<file path="config.mk">
export PLATFORM = sky130hd
export DESIGN_NAME = branch_target_predictor
export DESIGN_NICKNAME = d
export VERILOG_FILES = /design/src/rtl/bp_pkg.sv /design/src/rtl/bp_sat_counter.sv /design/src/rtl/branch_target_predictor.sv
export SDC_FILE = /design/constraint.sdc
export NUM_CORES = 2
export LEC_CHECK = 0
export CORE_MARGIN = 2
export CORE_UTILIZATION = 50
export CTS_CLUSTER_DIAMETER = 120
export DETAILED_ROUTE_END_ITERATION = 16
export PLACE_DENSITY = 0.66
export SETUP_SLACK_MARGIN = 0.02
export SLEW_MARGIN = 20
export SYNTH_ARGS = -nofsm -noshare
export SYNTH_HDL_FRONTEND = slang
export SYNTH_SLANG_ARGS = --single-unit
export TNS_END_PERCENT = 100
</file>
<file path="constraint.sdc">
create_clock -name CLK -period 9.3 [get_ports CLK]
set_input_delay 1.86 -clock CLK [delete_from_list [all_inputs] [get_ports CLK]]
set_output_delay 1.86 -clock CLK [all_outputs]
set_load 0.01 [all_outputs]
</file>
<file path="src/rtl/bp_pkg.sv">
// Shared constants and types for the fetch-side branch predictor.
// Latency: n/a (declarations only).
// Backpressure: n/a (declarations only).
//
// Contents:
//   BP_IDX_W / BP_TAG_W : default BTB index / tag widths (tag = 30 - index)
//   ctr_e               : 2-bit saturating direction counter encodings
//   BP_*_W              : BTB entry field widths
//   BP_STARTPC          : reset fetch address, shared with the PC stage
package bp_pkg;

    localparam int BP_IDX_W = 6;
    localparam int BP_TAG_W = 30 - BP_IDX_W;

    // BTB entry field widths (tag width follows the index width).
    localparam int BP_VALID_W  = 1;
    localparam int BP_TARGET_W = 32;
    localparam int BP_CTR_W    = 2;

    // Direction counter; the MSB alone is the taken prediction.
    typedef enum logic [BP_CTR_W-1:0] {
        SNT = 2'b00,
        WNT = 2'b01,
        WT  = 2'b10,
        ST  = 2'b11
    } ctr_e;

    localparam logic [31:0] BP_STARTPC = 32'd32768;

endpackage

</file>
<file path="src/rtl/bp_sat_counter.sv">
// 2-bit saturating counter next-state logic for BTB direction training.
// Latency: purely combinational, 0 cycles.
// Backpressure: none; evaluated every cycle, caller decides whether to store it.
//
// Ports:
//   ctr      in  : current counter state
//   taken    in  : resolved branch direction
//   ctr_next out : counter moved one step toward the outcome, held at SNT/ST
module bp_sat_counter
    import bp_pkg::*;
(
    input  ctr_e ctr,
    input  logic taken,
    output ctr_e ctr_next
);

    always_comb begin
        ctr_next = ctr;
        case (ctr)
            SNT: ctr_next = taken ? WNT : SNT;
            WNT: ctr_next = taken ? WT  : SNT;
            WT:  ctr_next = taken ? ST  : WNT;
            ST:  ctr_next = taken ? ST  : WT;
            default: ctr_next = ctr;
        endcase
    end

endmodule

</file>
<file path="src/rtl/branch_target_predictor.sv">
// Direct-mapped BTB with 2-bit counters: predicts next fetch PC from the current PC.
// Latency: lookup is 0 cycles (combinational); training is visible the cycle after the update edge.
// Backpressure: none; the execute stage must present each resolved branch exactly once.
//
// Ports:
//   CLK, NRST         : clock, synchronous active-low reset (clears all valid bits)
//   pc                : current fetch PC
//   prepc             : predicted next PC (BTB target when predicted taken, else pc+4)
//   hit_predict       : 1 when the BTB hits and the counter says taken
//   upd_valid         : a resolved control transfer is presented this cycle
//   upd_pc            : PC of the resolved instruction
//   upd_taken         : resolved direction
//   upd_target        : resolved target address
module branch_target_predictor
    import bp_pkg::*;
#(
    parameter int IDX_W = BP_IDX_W,
    parameter int TAG_W = 30 - IDX_W
) (
    input  logic                   CLK,
    input  logic                   NRST,
    input  logic [31:0]            pc,
    output logic [31:0]            prepc,
    output logic                   hit_predict,
    input  logic                   upd_valid,
    input  logic [31:0]            upd_pc,
    input  logic                   upd_taken,
    input  logic [BP_TARGET_W-1:0] upd_target
);

    localparam int NENT = 1 << IDX_W;

    // ------------------------------------------------------------------
    // Storage. Kept as flops: the lookup is asynchronous, and valid is a
    // flat vector so reset can clear every entry in a single cycle.
    // Tag/target/counter are deliberately not reset; valid gates them.
    // ------------------------------------------------------------------
    logic [NENT-1:0]        valid_q;
    logic [NENT-1:0]        valid_d;
    logic [TAG_W-1:0]       tag_q    [NENT];
    logic [BP_TARGET_W-1:0] target_q [NENT];
    ctr_e                   ctr_q    [NENT];

    // ------------------------------------------------------------------
    // Lookup path
    // ------------------------------------------------------------------
    logic [IDX_W-1:0] lk_idx;
    logic [TAG_W-1:0] lk_tag;
    logic             lk_hit;
    ctr_e             lk_ctr;

    assign lk_idx = pc[IDX_W+1:2];
    assign lk_tag = pc[31:IDX_W+2];

    always_comb begin
        lk_ctr      = ctr_q[lk_idx];
        lk_hit      = valid_q[lk_idx] && (tag_q[lk_idx] == lk_tag);
        hit_predict = lk_hit && lk_ctr[1];
        // Fall-through add wraps modulo 2^32 by construction.
        prepc       = hit_predict ? target_q[lk_idx] : (pc + 32'd4);
    end

    // ------------------------------------------------------------------
    // Update path
    // ------------------------------------------------------------------
    logic [IDX_W-1:0] up_idx;
    logic [TAG_W-1:0] up_tag;
    logic             up_hit;
    logic             up_we;
    ctr_e             up_ctr;
    ctr_e             up_ctr_next;
    ctr_e             up_ctr_wr;

    // Byte offset of the resolved PC carries no information for the BTB.
    logic             unused_upd_lsb;
    assign unused_upd_lsb = ^upd_pc[1:0];

    assign up_idx = upd_pc[IDX_W+1:2];
    assign up_tag = upd_pc[31:IDX_W+2];

    bp_sat_counter u_sat_counter (
        .ctr      (up_ctr),
        .taken    (upd_taken),
        .ctr_next (up_ctr_next)
    );

    always_comb begin
        up_ctr = ctr_q[up_idx];
        up_hit = valid_q[up_idx] && (tag_q[up_idx] == up_tag);
        // A not-taken miss never allocates; everything else writes the
        // indexed entry. Updates during reset are dropped.
        up_we  = NRST && upd_valid && (upd_taken || up_hit);
        // A fresh allocation starts weakly taken; an existing entry trains.
        up_ctr_wr = up_hit ? up_ctr_next : WT;
    end

    always_comb begin
        valid_d = valid_q;
        // Entries are never invalidated by training, only by reset, so a
        // counter that decays to SNT still owns its slot.
        if (upd_valid && upd_taken) begin
            valid_d[up_idx] = 1'b1;
        end
    end

    always_ff @(posedge CLK) begin
        if (!NRST) begin
            valid_q <= '0;
        end else begin
            valid_q <= valid_d;
        end
    end

    always_ff @(posedge CLK) begin
        if (up_we) begin
            // On a hit the tag is rewritten with the same value, which keeps
            // the write enable shared between allocation and training.
            tag_q[up_idx] <= up_tag;
            ctr_q[up_idx] <= up_ctr_wr;
            if (upd_taken) begin
                target_q[up_idx] <= upd_target;
            end
        end
    end

endmodule

</file>
## Word-level counts from Yosys, hierarchy flattened

Memory sizes are Yosys's and may differ from the RTL's.
Cells that the tools add are included.

| operators by class | value |
|---|---|
| bitwise gates (word level) | 1 |
| reduce and logical (&&, ||, !) cells | 9 |
| order comparisons | 3 |
| $add $sub $neg | 1 |
| mux-type cells | 18 |
| equal/unequal tests | 5 |

Operators by type and width:

| operator | count |
|---|---|
| 64-bit OR | 1 |
| 24-bit equality test | 2 |
| 32-bit by 3-bit adder with 32-bit output (second input constant) | 1 |
| 32-bit 2-to-1 mux | 1 |
| 6-bit by 7-bit < comparator with 1-bit output (second input constant) | 2 |
| 1-bit binary-select mux with 6-bit select | 2 |
| 1-bit 2-to-1 mux | 10 |
| 2-bit case mux with 4 select lines | 1 |
| 1-bit logical AND | 7 |
| 1-bit demux with 6-bit select | 1 |
| 6-bit by 1-bit greater-or-equal comparator with 1-bit output (second input constant) | 1 |
| 2-bit 2-to-1 mux | 3 |
| 2-bit equality test (second input constant) | 2 |
| 2-bit by 1-bit equality test with 1-bit output (second input constant) | 1 |
| 2-bit logical NOT | 1 |
| 1-bit logical OR | 1 |

| storage, ports and cells | value |
|---|---|
| memory bits (writable) | 3712 |
| register bits | 64 |
| memories kept | 3 |
| output and inout bits | 33 |
| logic and storage cells | 41 |
| input port bits | 100 |

Memory list:

| name | depth | bits a word | rd ports | clocked after memory_dff | write ports | line | source |
|---|---|---|---|---|---|---|---|
| target_q | 64 | 32 | 1 | 0 | 1 | branch_target_predictor.sv:41 | `logic [BP_TARGET_W-1:0] target_q [NENT];` |
| tag_q | 64 | 24 | 2 | 0 | 1 | branch_target_predictor.sv:40 | `logic [TAG_W-1:0] tag_q [NENT];` |
| ctr_q | 64 | 2 | 2 | 0 | 1 | branch_target_predictor.sv:42 | `ctr_e ctr_q [NENT];` |

## Depth between registers and ports, before layout

| depth | value |
|---|---|
| depth in word-level cells | 7 |
| depth in mapped cells | 19 |

## Cells and area by module

From an unflattened synthesis, not the netlist that was laid out.

| unflattened totals | value |
|---|---|
| cell total of the unflattened synthesis | 8056 |
| area total of the unflattened synthesis | 159872.1 sq um |

By module, submodules not included:

| module | times used | seq. area each (sq um) | area each (sq um) | cells an instance |
|---|---|---|---|---|
| branch_target_predictor | 1 | 112748.1 | 159845.8 | 8053 |
| bp_sat_counter | 1 | 0.0 | 26.3 | 3 |

## Worst setup path before layout

OpenSTA, ideal clock, no wires.

| timing path | value |
|---|---|
| path kind | input to register |
| start point | in upd_pc[2] |
| end point | mem ctr_q[0][0] in the netlist's numbering, data pin |
| stages | 16 |
| slack | 1.273 ns |
| data required time | 8.576 ns |
| arrival time | 7.304 ns |
| buffers on the path | 8 |
| path through | buf_6 buf_6 buf_4 buf_4 buf_2 buf_2 buf_2 buf_2 mux2_2 a221oi_1 o22ai_1 a22oi_1 o21a_1 and3_1 nand2_1 a21boi_0 |

| between the ends | value |
|---|---|
| word-level cells in the longest chain between the ends | 4 |
| elaborated cells between the ends (all ways) | 12 |

Ends and longest elaborated chain:

| item | line | source |
|---|---|---|
| from (decl) | branch_target_predictor.sv:26 | `input logic [31:0] upd_pc,` |
| memory 64 x 24 bit (tied with other cells) | n/a |  |
| 24-bit equality test (tied with other cells) | branch_target_predictor.sv:89 | `up_hit = valid_q[up_idx] && (tag_q[up_idx] == up_tag);` |
| 1-bit logical AND or 2-bit case mux with 4 select lines (tied branches) | branch_target_predictor.sv:89, bp_sat_counter.sv:19 |  |
| 2-bit 2-to-1 mux * | branch_target_predictor.sv:94 | `up_ctr_wr = up_hit ? up_ctr_next : WT;` |
| via up_ctr_wr[0] | branch_target_predictor.sv:72 | `ctr_e up_ctr_wr;` |
| to (decl) | branch_target_predictor.sv:42 |  |

Mark *: on every way through the listed nets, which the timed path passes. The rest lies on a longest branch. The select of a mux whose other input is x is not followed.

## Final worst setup path

| timing path | value |
|---|---|
| start point | in pc[4] |
| end point | out prepc[21] |

| between the ends | value |
|---|---|
| word-level cells in the longest chain between the ends | 5 |
| elaborated cells between the ends (all ways) | 10 |

Ends and longest elaborated chain:

| item | line | source |
|---|---|---|
| from (decl) | branch_target_predictor.sv:22 | `input logic [31:0] pc,` |
| memory 64 x 24 bit or 1-bit binary-select mux with 6-bit select (tied branches) | n/a |  |
| 24-bit equality test or 1-bit 2-to-1 mux (tied branches) | branch_target_predictor.sv:57 | `lk_hit = valid_q[lk_idx] && (tag_q[lk_idx] == lk_tag);` |
| 1-bit logical AND | branch_target_predictor.sv:57 |  |
| 1-bit logical AND | branch_target_predictor.sv:58 | `hit_predict = lk_hit && lk_ctr[1];` |
| 32-bit 2-to-1 mux * | branch_target_predictor.sv:60 | `prepc = hit_predict ? target_q[lk_idx] : (pc + 32'd4);` |
| to (decl) | branch_target_predictor.sv:23 | `output logic [31:0] prepc,` |

Mark *: on every way between the ends. The rest lies on a longest branch, timed or not. The select of a mux whose other input is x is not followed.

==> metrics.yaml <==
clock_network:
  clockBufferDepth: 4
  htree_num_levels: 5
  clock-sinks: 3776
  cts_made_buffers: 389
  cts_tree: "built"
  cts_setup_buffers: 0
  clk_pin_slew_ns: 0.06
  hold_buffers: 0
  root_buffer: "clkbuf_16"
  clkLatencyLatePin_ns: 0.97
  cts_resized: 0
min_path:
  min_path_type: "reg -> reg"
timing:
  fin_worst_skew_ns: 0.0629
  setup-tns-final_ns: 0
  setup_viol: 0
  hold_slack_ns: 0.479
  hold_viol: 0
  max_freq_mhz: 108
  finalCriticalPeriod_ns: 9.26
  rsz0062_at_grt: "no"
  maxSlewHeadroom_pct: 10.4
  worst_pin_slew_ns: 1.34
  slew_violations: 0
  fin_crit_sh_pct: 99.5
floorplanning:
  placementRows: 207
  die-area_mm2: 0.324
  core_mm2: 0.318
  initial_core_util_pct: 50.3
  io_pins: 133
  die_h_um: 570
  die_w_um: 570
status:
  status: "complete, no violations"
placed_design:
  dpl.hpwl_um: 345000
  gp_congestion: 1.01
  io_buffers: 130
route:
  detail_route.first_pass.iterations: 9
  viasPerCell: 7.33
  drc_errors: 0
  wl_um: 570000
  dr_total_vias: 95800
  drtAntennaViolNets: 0
  drtIter0Drc: 17700
  post_drt_wl_per_cell_um: 43.6
setup_path:
  end_kind: "primary output"
  reg2reg_to: "tag_q[39][21]"
  critPathKind: "in -> out"
  required_ns: 7.44
  endpoint: "prepc[21]"
  rr_worst_depth: 13
  r2r-start: "tag_q[11][2]"
  crit_arrival_ns: 7.40
  r2r_setup_slack_ns: 3.38
  crit_fanout: 42
  cp-startpoint: "pc[4]"
  cp-start-kind: "input port"
yosys:
  synth_nets: 8136
  synth_edf_count: 3712
  yosys_warnings: 0
  synth_cells: 8035
  synth-seq-area-share_pct: 70.5
  synthDistinctLibCells: 84
  synthTopCellsByArea: "edfxtp_1 (70%), mux4_2 (16%), mux2i_1 (2.3%)"
  synth_area_mm2: 0.160
  synthFlopType: "edfxtp_1"
  synth-seq-cells: 3776
  synth_top_area_share_pct: 69.7
  synthArstFlopShare_pct: 0
  synth.largest_area_cell: "edfxtp_1"
  avgSynthCellArea_um2: 19.9
global_routing:
  antenna_found_initial: 57
  grt_pass1_vias: 92100
  grt_usage_pct: 34.8
  gr-total-overflow: 0
  grt_pass1_wl_um: 769000
  grt_max_degree: 137
power:
  leakage_nw: 58.7
  power.density_mw_per_mm2: 203
  irDropWorstVdd_mv: 0.183
  fin_total_pwr_mw: 37.1
cells_and_area:
  fin_nets: 8608
  area_delta_synth_final_pct: 14.4
  final_layout_size_suffix_gt1_share_pct: 30.0
  postLayoutCoreUtil_pct: 57.5
job:
  maxCapViolCount: 0
Yosys cell counts (11+ instances only):
library cell	number
buf_6	19
and4_1	11
nor4_1	20
nor4_2	62
o211ai_1	20
a22oi_1	207
mux2_2	149
and3b_1	14
a22o_1	57
edfxtp_1	3712
a21o_1	65
nand3_1	71
o31ai_1	14
a211oi_1	22
inv_1	14
a21oi_1	143
buf_1	71
o2111ai_1	11
o221ai_1	21
nand4_1	33
o21ai_0	115
xor2_1	32
a221oi_1	151
nor2b_1	22
xnor2_1	44
dfxtp_1	64
clkbuf_1	261
mux4_2	1131
mux2_1	33
nor2_1	176
a32oi_1	12
buf_4	49
buf_2	192
o22ai_1	117
nand2b_1	21
mux2i_1	368
nor3_1	31
nand3b_1	30
o2bb2ai_1	18
a221o_1	39
and3_1	18
a31oi_1	27
and2_1	19
nand2_1	194
state kept, by name, indices dropped and copies added (netlist names):
register	cells
target_q	2048
ctr_q	128
tag_q	1536
valid_q	64
metrics by stage:
step           instance area, um2  setup slack, ns  instances
2_1_floorplan              160000             1.27       8035
3_3_place_gp               170000            0.321      12300
3_5_place_dp               170000            0.298      12300
4_1_cts                    183000            0.301      13000
5_1_grt                    183000           0.0298      13100
6_report                   183000           0.0430      13100
cells by family after synthesis:
group                    share of synthesized area, %
buffers and inverters                            1.78
XOR/XNOR                                        0.416
multiplexers                                     19.5
flip-flops                                       70.5
adder cells (fa/ha/maj)                       0.00782
AND/OR/NAND/NOR                                  2.72
AO/OA/AOI/OAI                                    5.08
cell usage in the layout (no fill, tap or decap), drive strengths merged, types with 21 or more instances in the layout:
cell           count
a211oi            22
a21o              65
a21oi            143
a221o             39
a221oi           151
a22o              57
a22oi            207
a31oi             27
and2              21
buf              609
bufinv            40
clkbuf           496
clkdlybuf4s50     63
clkinv           149
dfxtp             64
diode             66
edfxtp          3712
inv               31
mux2             182
mux2i            368
mux4            1131
nand2            195
nand2b            21
nand3             71
nand3b            30
nand4             33
nor2             176
nor2b             22
nor3              31
nor4              82
o21ai            122
o221ai            21
o22ai            117
xnor2             44
xor2              32
critical path, stage by stage:
cell and delay (ns):
buf_8 0.48, buf_4 0.62, mux4_2 0.41, mux2i_1 0.17, o22ai_1 0.11, nor3_1 0.57
buf_4 0.22, xnor2_1 0.33, a2111oi_0 0.63, buf_4 0.20, nand4_1 0.15, nor4_4 0.23
buf_12 0.26, buf_12 0.18, mux2_2 0.36, clkdlybuf4s50_1 0.49
cell type report:
class,instances,area (um2)
fill,23200,135000
clock buffer,495,10400
multi-input combinational,3652,45700
inverter,15,71.3
sequential,3776,113000
timing repair buffer,673,6480
tap,4180,5230
clock inverter,223,2250
antenna,66,165
how the worst min path moves through the flow:
stage	slack (ns)	to	cells past startpoint	start
after floorplan	0.44	valid_q[22]	1	valid_q[22]
after global placement	0.45	valid_q[22]	1	valid_q[22]
after detailed placement	0.46	valid_q[5]	1	valid_q[5]
after CTS	0.48	valid_q[10]	1	valid_q[10]
after global routing	0.50	valid_q[15]	1	valid_q[15]
final	0.48	valid_q[10]	1	valid_q[10]
power breakdown:
| group | internal (mW) | switching (mW) | leakage [nW] | total [mW] |
|---|---|---|---|---|
| clock network | 9.01 | 6.66 | 6.14 | 15.7 |
| logic | 0.940 | 1.76 | 18.3 | 2.70 |
| registers | 18.7 | 0.0125 | 34.2 | 18.7 |
| total | 28.7 | 8.43 | 58.7 | 37.1 |
layer usage:
layer | up-vias | track usage, % | routed length [um]
met2 | 8332 | 51.5 | 254000
met1 | 49800 | 45.0 | 193000
li1 | 35500 | - | -
met4 | 14 | 23.5 | 46100
met3 | 2123 | 10.0 | 77500
met5 | - | 0 | 89
No activity file was read; power rests on OpenSTA's default activity.
